**src/rtl/star_demux.sv**
```systemverilog
// star_demux: splits one merged AXI Stream into 4 destination streams, with the
// destination taken from the first beat of each packet. Optional macro: STAR_DEMUX_PKT_CNT_EN.
module star_demux #(
  parameter int unsigned DATA_WIDTH = 8,
  parameter int unsigned SEL_LSB    = 0,
  parameter int unsigned CNT_WIDTH  = 8
) (
  input  logic                  clk,
  input  logic                  rst,
  input  logic [DATA_WIDTH-1:0] src_TDATA,
  input  logic                  src_TVALID,
  output logic                  src_TREADY,
  input  logic                  src_TLAST,
  output logic [DATA_WIDTH-1:0] dst0_TDATA,
  output logic                  dst0_TVALID,
  input  logic                  dst0_TREADY,
  output logic                  dst0_TLAST,
  output logic [DATA_WIDTH-1:0] dst1_TDATA,
  output logic                  dst1_TVALID,
  input  logic                  dst1_TREADY,
  output logic                  dst1_TLAST,
  output logic [DATA_WIDTH-1:0] dst2_TDATA,
  output logic                  dst2_TVALID,
  input  logic                  dst2_TREADY,
  output logic                  dst2_TLAST,
  output logic [DATA_WIDTH-1:0] dst3_TDATA,
  output logic                  dst3_TVALID,
  input  logic                  dst3_TREADY,
  output logic                  dst3_TLAST
`ifdef STAR_DEMUX_PKT_CNT_EN
  ,
  output logic [CNT_WIDTH-1:0]  pkt0_cnt,
  output logic [CNT_WIDTH-1:0]  pkt1_cnt,
  output logic [CNT_WIDTH-1:0]  pkt2_cnt,
  output logic [CNT_WIDTH-1:0]  pkt3_cnt
`endif
);

  typedef enum logic {IDLE, LOCKED} state_t;

  state_t                state_q, state_d;
  logic [1:0]            lock_q, lock_d;
  logic [DATA_WIDTH-1:0] data_q [2];
  logic [DATA_WIDTH-1:0] data_d [2];
  logic                  last_q [2];
  logic                  last_d [2];
  logic                  wr_ptr_q, wr_ptr_d;
  logic                  rd_ptr_q, rd_ptr_d;
  logic [1:0]            occ_q, occ_d;
  logic                  src_rdy_q, src_rdy_d;

  logic                  head_valid;
  logic [DATA_WIDTH-1:0] head_data;
  logic                  head_last;
  logic [1:0]            head_sel;
  logic [1:0]            route;
  logic [3:0]            dst_rdy;
  logic [3:0]            dst_vld;
  logic                  push;
  logic                  pop;

  assign dst_rdy = {dst3_TREADY, dst2_TREADY, dst1_TREADY, dst0_TREADY};

  // Skid buffer: two entries, combinational read of the head entry
  always_comb begin
    head_valid = (occ_q != 2'd0);
    head_data  = data_q[rd_ptr_q];
    head_last  = last_q[rd_ptr_q];
    head_sel   = head_data[SEL_LSB +: 2];
    push       = src_TVALID && src_rdy_q;
    pop        = head_valid && dst_rdy[route];
    data_d     = data_q;
    last_d     = last_q;
    wr_ptr_d   = wr_ptr_q;
    rd_ptr_d   = rd_ptr_q;
    if (push) begin
      data_d[wr_ptr_q] = src_TDATA;
      last_d[wr_ptr_q] = src_TLAST;
      wr_ptr_d         = ~wr_ptr_q;
    end
    if (pop) begin
      rd_ptr_d = ~rd_ptr_q;
    end
    unique case ({push, pop})
      2'b10:   occ_d = occ_q + 2'd1;
      2'b01:   occ_d = occ_q - 2'd1;
      default: occ_d = occ_q;
    endcase
    // ready is registered, so it must already reflect the post-edge occupancy
    src_rdy_d = (occ_d != 2'd2);
  end

  always_ff @(posedge clk or negedge rst) begin
    if (!rst) begin
      for (int unsigned i = 0; i < 2; i++) begin
        data_q[i] <= '0;
        last_q[i] <= 1'b0;
      end
      wr_ptr_q  <= 1'b0;
      rd_ptr_q  <= 1'b0;
      occ_q     <= '0;
      src_rdy_q <= 1'b0;
    end else begin
      data_q    <= data_d;
      last_q    <= last_d;
      wr_ptr_q  <= wr_ptr_d;
      rd_ptr_q  <= rd_ptr_d;
      occ_q     <= occ_d;
      src_rdy_q <= src_rdy_d;
    end
  end

  // Route FSM: state register
  always_ff @(posedge clk or negedge rst) begin
    if (!rst) begin
      state_q <= IDLE;
      lock_q  <= '0;
    end else begin
      state_q <= state_d;
      lock_q  <= lock_d;
    end
  end

  // Route FSM: next state
  always_comb begin
    state_d = state_q;
    lock_d  = lock_q;
    unique case (state_q)
      IDLE: begin
        if (pop && !head_last) begin
          state_d = LOCKED;
          lock_d  = head_sel;
        end
      end
      LOCKED: begin
        if (pop && head_last) begin
          state_d = IDLE;
        end
      end
      default: state_d = IDLE;
    endcase
  end

  // Route FSM: outputs
  always_comb begin
    route   = (state_q == LOCKED) ? lock_q : head_sel;
    dst_vld = '0;
    if (head_valid) begin
      dst_vld[route] = 1'b1;
    end
  end

  always_comb begin
    src_TREADY  = src_rdy_q;
    dst0_TVALID = dst_vld[0];
    dst1_TVALID = dst_vld[1];
    dst2_TVALID = dst_vld[2];
    dst3_TVALID = dst_vld[3];
    dst0_TDATA  = head_valid ? head_data : '0;
    dst1_TDATA  = head_valid ? head_data : '0;
    dst2_TDATA  = head_valid ? head_data : '0;
    dst3_TDATA  = head_valid ? head_data : '0;
    dst0_TLAST  = head_valid && head_last;
    dst1_TLAST  = head_valid && head_last;
    dst2_TLAST  = head_valid && head_last;
    dst3_TLAST  = head_valid && head_last;
  end

`ifdef STAR_DEMUX_PKT_CNT_EN
  logic [CNT_WIDTH-1:0] cnt_q [4];
  logic [CNT_WIDTH-1:0] cnt_d [4];

  always_comb begin
    cnt_d = cnt_q;
    if (pop && head_last) begin
      cnt_d[route] = cnt_q[route] + 1'b1;
    end
  end

  always_ff @(posedge clk or negedge rst) begin
    if (!rst) begin
      for (int unsigned i = 0; i < 4; i++) begin
        cnt_q[i] <= '0;
      end
    end else begin
      cnt_q <= cnt_d;
    end
  end

  assign pkt0_cnt = cnt_q[0];
  assign pkt1_cnt = cnt_q[1];
  assign pkt2_cnt = cnt_q[2];
  assign pkt3_cnt = cnt_q[3];
`endif

endmodule

```
**config.mk**
```make
export PLATFORM = sky130hd
export DESIGN_NAME = star_demux
export DESIGN_NICKNAME = d
export VERILOG_FILES = /design/src/rtl/star_demux.sv
export SDC_FILE = /design/constraint.sdc
export NUM_CORES = 1
export LEC_CHECK = 0
export BUFFER_PORTS_ARGS = -buffer_cell sky130_fd_sc_hd__buf_2
export CAP_MARGIN = 20
export CORE_MARGIN = 4
export CORE_UTILIZATION = 49
export DETAILED_ROUTE_END_ITERATION = 6
export PLACE_DENSITY = 0.81
export SLEW_MARGIN = 5
export SYNTH_ARGS = -nofsm -noshare
export SYNTH_HDL_FRONTEND = slang
export SYNTH_SLANG_ARGS = --single-unit
```
**constraint.sdc**
```tcl
create_clock -name clk -period 2.4 [get_ports clk]
set_input_delay 0.48 -clock clk [delete_from_list [all_inputs] [get_ports clk]]
set_output_delay 0.48 -clock clk [all_outputs]
set_load 0.005 [all_outputs]
```
== Yosys cells after proc, flatten, opt, wreduce, memory -nomap -nowiden ==
Cells that the tools add are included.

* Register bits after elaboration: 26
* Latch bits: 0
* Bits in writable memories: 0
* Memory bits (read-only): 0
* Input bits: 16
* Output and inout port bits: 41
* Logic and storage cells: 58
* Memories: 0

* Add/sub/neg operators: 2
* Multiply operators: 0
* Divide/modulo/power cells: 0
* $lt $le $gt $ge: 5
* Equality and inequality tests: 3
* Shifts and indexed selects: 0
* Mux-type cells: 23
* Bitwise logic cells: 5
* Reduce and logical (&&, ||, !) cells: 10

{| class="wikitable"
|+ Operators by type and width
! operator !! number
|-
| 8-bit 2-to-1 mux || 5
|-
| 16-bit bitwise mux || 1
|-
| 8-bit demux with 1-bit select || 1
|-
| 1-bit 2-to-1 mux || 8
|-
| 1-bit logical AND || 7
|-
| 2-bit greater-or-equal comparator (second input constant) || 2
|-
| 4-bit 2-to-1 mux || 1
|-
| 1-bit NOT with 2-bit output || 2
|-
| 2-bit one-hot mux with 2 select lines || 1
|-
| 2-bit by 3-bit less-than comparator with 1-bit output (second input constant) || 1
|-
| 1-bit NOT || 3
|-
| 2-bit by 1-bit adder with 2-bit output (second input constant) || 1
|-
| 1-bit binary-select mux with 2-bit select || 1
|-
| 2-bit bitwise mux || 1
|-
| 1-bit demux with 2-bit select || 1
|-
| 2-bit by 1-bit equality test with 1-bit output (second input constant) || 1
|-
| 2-bit equality test (second input constant) || 1
|-
| 2-bit by 1-bit greater-or-equal comparator with 1-bit output (second input constant) || 1
|-
| 2-bit by 1-bit less-than comparator with 1-bit output (second input constant) || 1
|-
| 2-bit 2-to-1 mux || 1
|-
| 2-bit != test (second input constant) || 1
|-
| 1-bit one-hot mux with 2 select lines || 1
|-
| 2-bit AND reduction || 1
|-
| 2-bit nonzero test || 1
|-
| other kinds (3) || 3
|}

== Longest topological paths before layout ==
* Depth after elaboration: 11
* Mapped depth: 10
* Mapped depth without buffers: 9

== Worst setup path before layout ==
OpenSTA, ideal clock, no wires.

* Path type: register -> register
* Start: register rd_ptr_q
* End: register src_rdy_q (netlist: src_TREADY)
* Setup time: 0.123 ns
* Arrival: 2.085 ns
* Data required time: 2.277 ns
* Path slack: 0.192 ns
* Cell stages (with the launch flop): 10
* Buffers on the path: 1
* Period minus slack after synthesis: 2.208 ns
* Cells stage by stage: dfrtp_1 -> buf_6 -> mux2_4 -> mux2_4 -> o21ai_4 -> o22ai_2 -> ha_1 -> nor2_1 -> xor2_1 -> nand2b_1

* Word-level cells in the longest chain between the ends: 11
* Elaborated cells on any way between the ends: 12
* Classes of those cells: eq/ne: 3; mux: 7; bitwise: 1; reduce/logical: 1

{| class="wikitable"
|+ Ends and longest elaborated chain
! element !! RTL line !! text
|-
| start: declaration || 48 || <nowiki>logic rd_ptr_q, rd_ptr_d;</nowiki>
|-
| start signal: assignment || 107 || <nowiki>rd_ptr_q <= rd_ptr_d;</nowiki>
|-
| 1-bit NOT with 2-bit output (not written as such) (*) || 67 || <nowiki>head_data = data_q[rd_ptr_q];</nowiki>
|-
| 8-bit 2-to-1 mux (not written as such) (*) (3 in a row) || 67 ||
|-
| 2-bit 2-to-1 mux (*) || 146 || <nowiki>route = (state_q == LOCKED) ? lock_q : head_sel;</nowiki>
|-
| 1-bit binary-select mux with 2-bit select (*) || 71 || <nowiki>pop = head_valid && dst_rdy[route];</nowiki>
|-
| 1-bit 2-to-1 mux (not written as such) (*) || 71 ||
|-
| 1-bit logical AND (*) || 71 ||
|-
| 2-bit by 1-bit equality test with 1-bit output or 2-bit equality test (tied branches) || 84 || <nowiki>unique case ({push, pop})</nowiki>
|-
| 2-bit one-hot mux with 2 select lines (*) || 84 ||
|-
| net occ_d[1] || 49 || <nowiki>logic [1:0] occ_q, occ_d;</nowiki>
|-
| 2-bit != test (*) || 90 || <nowiki>src_rdy_d = (occ_d != 2'd2);</nowiki>
|-
| net src_rdy_d || 50 || <nowiki>logic src_rdy_q, src_rdy_d;</nowiki>
|-
| end signal: assignment || 109 || <nowiki>src_rdy_q <= src_rdy_d;</nowiki>
|-
| end: declaration || 50 ||
|}

The timed path passes the listed nets; every way through them passes the cells marked *. The select of a mux whose other input is x is not followed.
A chain may end at the register's enable or synchronous reset.

== Worst setup path after layout ==
Same ends and word-level chain as after synthesis.

==> results.md <==
- Status: finished, final reports clean
- Cell row count: 19
- Worst-Margin Slew: 637 ps
- Leakage Power: 0.853 nW
- Final min period: 2300 ps
- Share of post-route cells with drive strength above 1: 0.488
- Vias per std cell: 4.95
- Vias post-DR: 1009
- Max_slew headroom: 0.574
- Post-synthesis cell area: 1530 µm²
- R2R depth: 8
- Count leader, synth: buf_4
- Final ANT Viol Nets: 0
- Antenna fix cells: 0
- Worst setup EP type: flip-flop
- Clk pin slew, worst setup/hold paths: 130 ps
- DRT Wirelength: 2840 µm
- Layout Cells excl Fill: 204
- Post-synthesis sequential area ratio: 0.426
- Clk sink count: 26
- Top post-synthesis cells by count: 27 x buf_4, 26 x dfrtp_1, 11 x mux2_1, 11 x mux2i_1, 11 x nor2_1
- 1st-iter DRT viols: 34
- Clock root buffer: clkbuf_4
- Post-route setup TNS: 0 ps
- Fmax: 0.434 GHz
- Nets: 181
- Die Area: 4070 µm²
- Max-cap violations: 0
- Critical R2R Capture: src_TREADY
- Port bufs: 56
- Initial Utilization: 0.531
- Unrepaired setup endpoints after global routing: no
- CTS HTree Levels: 1
- R2r setup slk: 100 ps
- Synthesized instance count: 132
- Cell variety after synth: 25
- Final period utilization: 0.959
- Grt total ovfl: 0
- Global-route wire length before repair: 4630 µm
- Synth Register Bits: 26
- WS Path Type: reg2reg
- Worst Path Required: 2610 ps
- Tot GR Track Use: 0.141
- Clock skew: 4.45 ps
- Final max-slew violation count: 0
- Arrival time at the worst endpoint: 2510 ps
- # DRC: 0
- Wire length per cell: 13.9 µm
- Hold buffers post-CTS: 0
- R2r startpoint: rd_ptr_q
- Vias in the first global route: 1018
- TritonCTS Buffers: 3
- GPL Wtd Cong: 0.823
- CTS tree: built
- Number of synthesized flops with an enable pin: 0
- Core ar.: 2880 µm²
- Area grow syn2layout: 9.66%
- Endpoints failing setup: 0
- Pre-antenna DRT Iters: 4
- Crit path launch type: flip-flop
- Yosys top cell by area: dfrtp_1
- Longest Clk Path Bufs: 2
- VDD IR max: 0.000767 V
- Placed cell count: 201
- Pre-CTS setup slack: 129 ps
- Fin. Hold Viols: 0
- Filler cells: 246
- Worst setup margin: 98.5 ps
- Die X-Extent: 63.8 µm
- Post-synth top flop: dfrtp_1
- Vert. Die Dim: 63.8 µm
- Average size of a mapped cell: 11.6 µm²
- Final HPWL DP: 2250 µm
- Maximum fanout along the worst path: 5
- PwrDens: 1670 nW/µm²
- Syn. warnings: 0
- Initial antenna violation count: 0
- Area share of the largest cell type after synthesis: 0.426
- Top Ports: 57
- Async set-or-reset flop fraction in the synthesized netlist: 1.00
- Mapped Nets: 149
- Clock Latency Late Sink: 310 ps
- Hold Crit Class: in2async
- Largest net degree at the start of global routing: 27
- Top post-synthesis cells by area: dfrtp_1 43%, buf_4 13%, mux2_1 8.1%
## through the flow
step                      power, mW  instance area [µm²]   util  hold WS (ps)
final                          2.80                 1680  0.582           146
after global routing           3.04                 1680  0.582           173
after CTS                      2.82                 1670  0.581           154
after detailed placement       2.65                 1650  0.573           484
after global placement         2.58                 1650  0.573           472
after floorplan                2.41                 1530      -           184
## cell type report
class                   count  area, µm²  share of cell area
clock buffers               3       22.5              0.0134
multi-input cells          75        654               0.391
flip-flops and latches     26        651               0.388
well taps                  42       52.6              0.0314
repair buffers             58        295               0.176
## cell usage in the layout (no fill, tap or decap)
cell	Yosys	routed
buf_2	1	56
dfrtp_1	26	26
mux2i_1	11	11
nor2_1	11	11
mux2_1	11	11
mux2_2	10	10
nand2_1	7	7
mux2_4	4	4
o21a_1	3	3
clkbuf_4	0	3
xnor2_1	2	2
nor2b_1	2	2
o21ai_4	2	2
xor2_1	2	2
buf_4	27	2
o21ai_2	0	1
o21ai_1	2	1
o22ai_2	1	1
nand2b_1	1	1
nand3_1	1	1
nor3b_1	1	1
o22ai_1	1	1
or2_1	1	1
o21bai_1	1	1
ha_1	1	1
## routing by layer
layer | vias to the layer above | track usage | wire [µm]
met4 | 0 | 0.0566 | 55
met1 | 496 | 0.159 | 1130
met3 | 7 | 0.0263 | 139
met5 | - | 0 | 0
li1 | 480 | - | -
met2 | 26 | 0.261 | 1520
## worst max-delay path: stages (launching register included)
cell      delay (ps)
dfrtp_1          430
mux2_4           350
mux2_4           320
o21ai_4          150
o22ai_2          140
ha_1             350
nor2_1           140
xor2_1           230
nand2b_1          80
## sequential cells by signal (all words and copies together) (netlist names), named ones only
signal      count
data_q         16
last_q          2
src_TREADY      1
rd_ptr_q        1
lock_q          2
wr_ptr_q        1
occ_q           2
## report_power, final
group	switching [mW]	internal, mW
logic	0.869	0.929
registers	0.158	0.670
clock network	0.118	0.0587
total	1.14	1.66
## worst max-delay path by stage
| stage | from | slack, ps | depth (start not counted) | to |
|---|---|---|---|---|
| after floorplan | rd_ptr_q | 190 | 9 | src_TREADY |
| after CTS | rd_ptr_q | 100 | 8 | src_TREADY |
| after global placement | rd_ptr_q | 240 | 8 | src_TREADY |
| after global routing | rd_ptr_q | 20 | 9 | src_TREADY |
| final | rd_ptr_q | 100 | 8 | src_TREADY |
| after detailed placement | rd_ptr_q | 130 | 8 | src_TREADY |
## cells by family after synthesis
group                      Yosys count  share of synthesized area
AOI/OAI and AO/OA                   10                     0.0598
buffers and inverters               31                      0.148
xor gates and xnor gates             4                     0.0229
and+or+nand+nor                     24                     0.0688
adders and majority gates            1                    0.00819
DFF                                 26                      0.426
muxes                               36                      0.266
## repair_timing
| item | CTS | global route |
|---|---|---|
| setup endpoints to repair | 0 | 1 |
| setup buffers | 0 | 0 |
| resized for setup | 0 | 1 |
| hold endpoints to repair | 0 | 0 |
No activity file was read; power rests on OpenSTA's default activity.
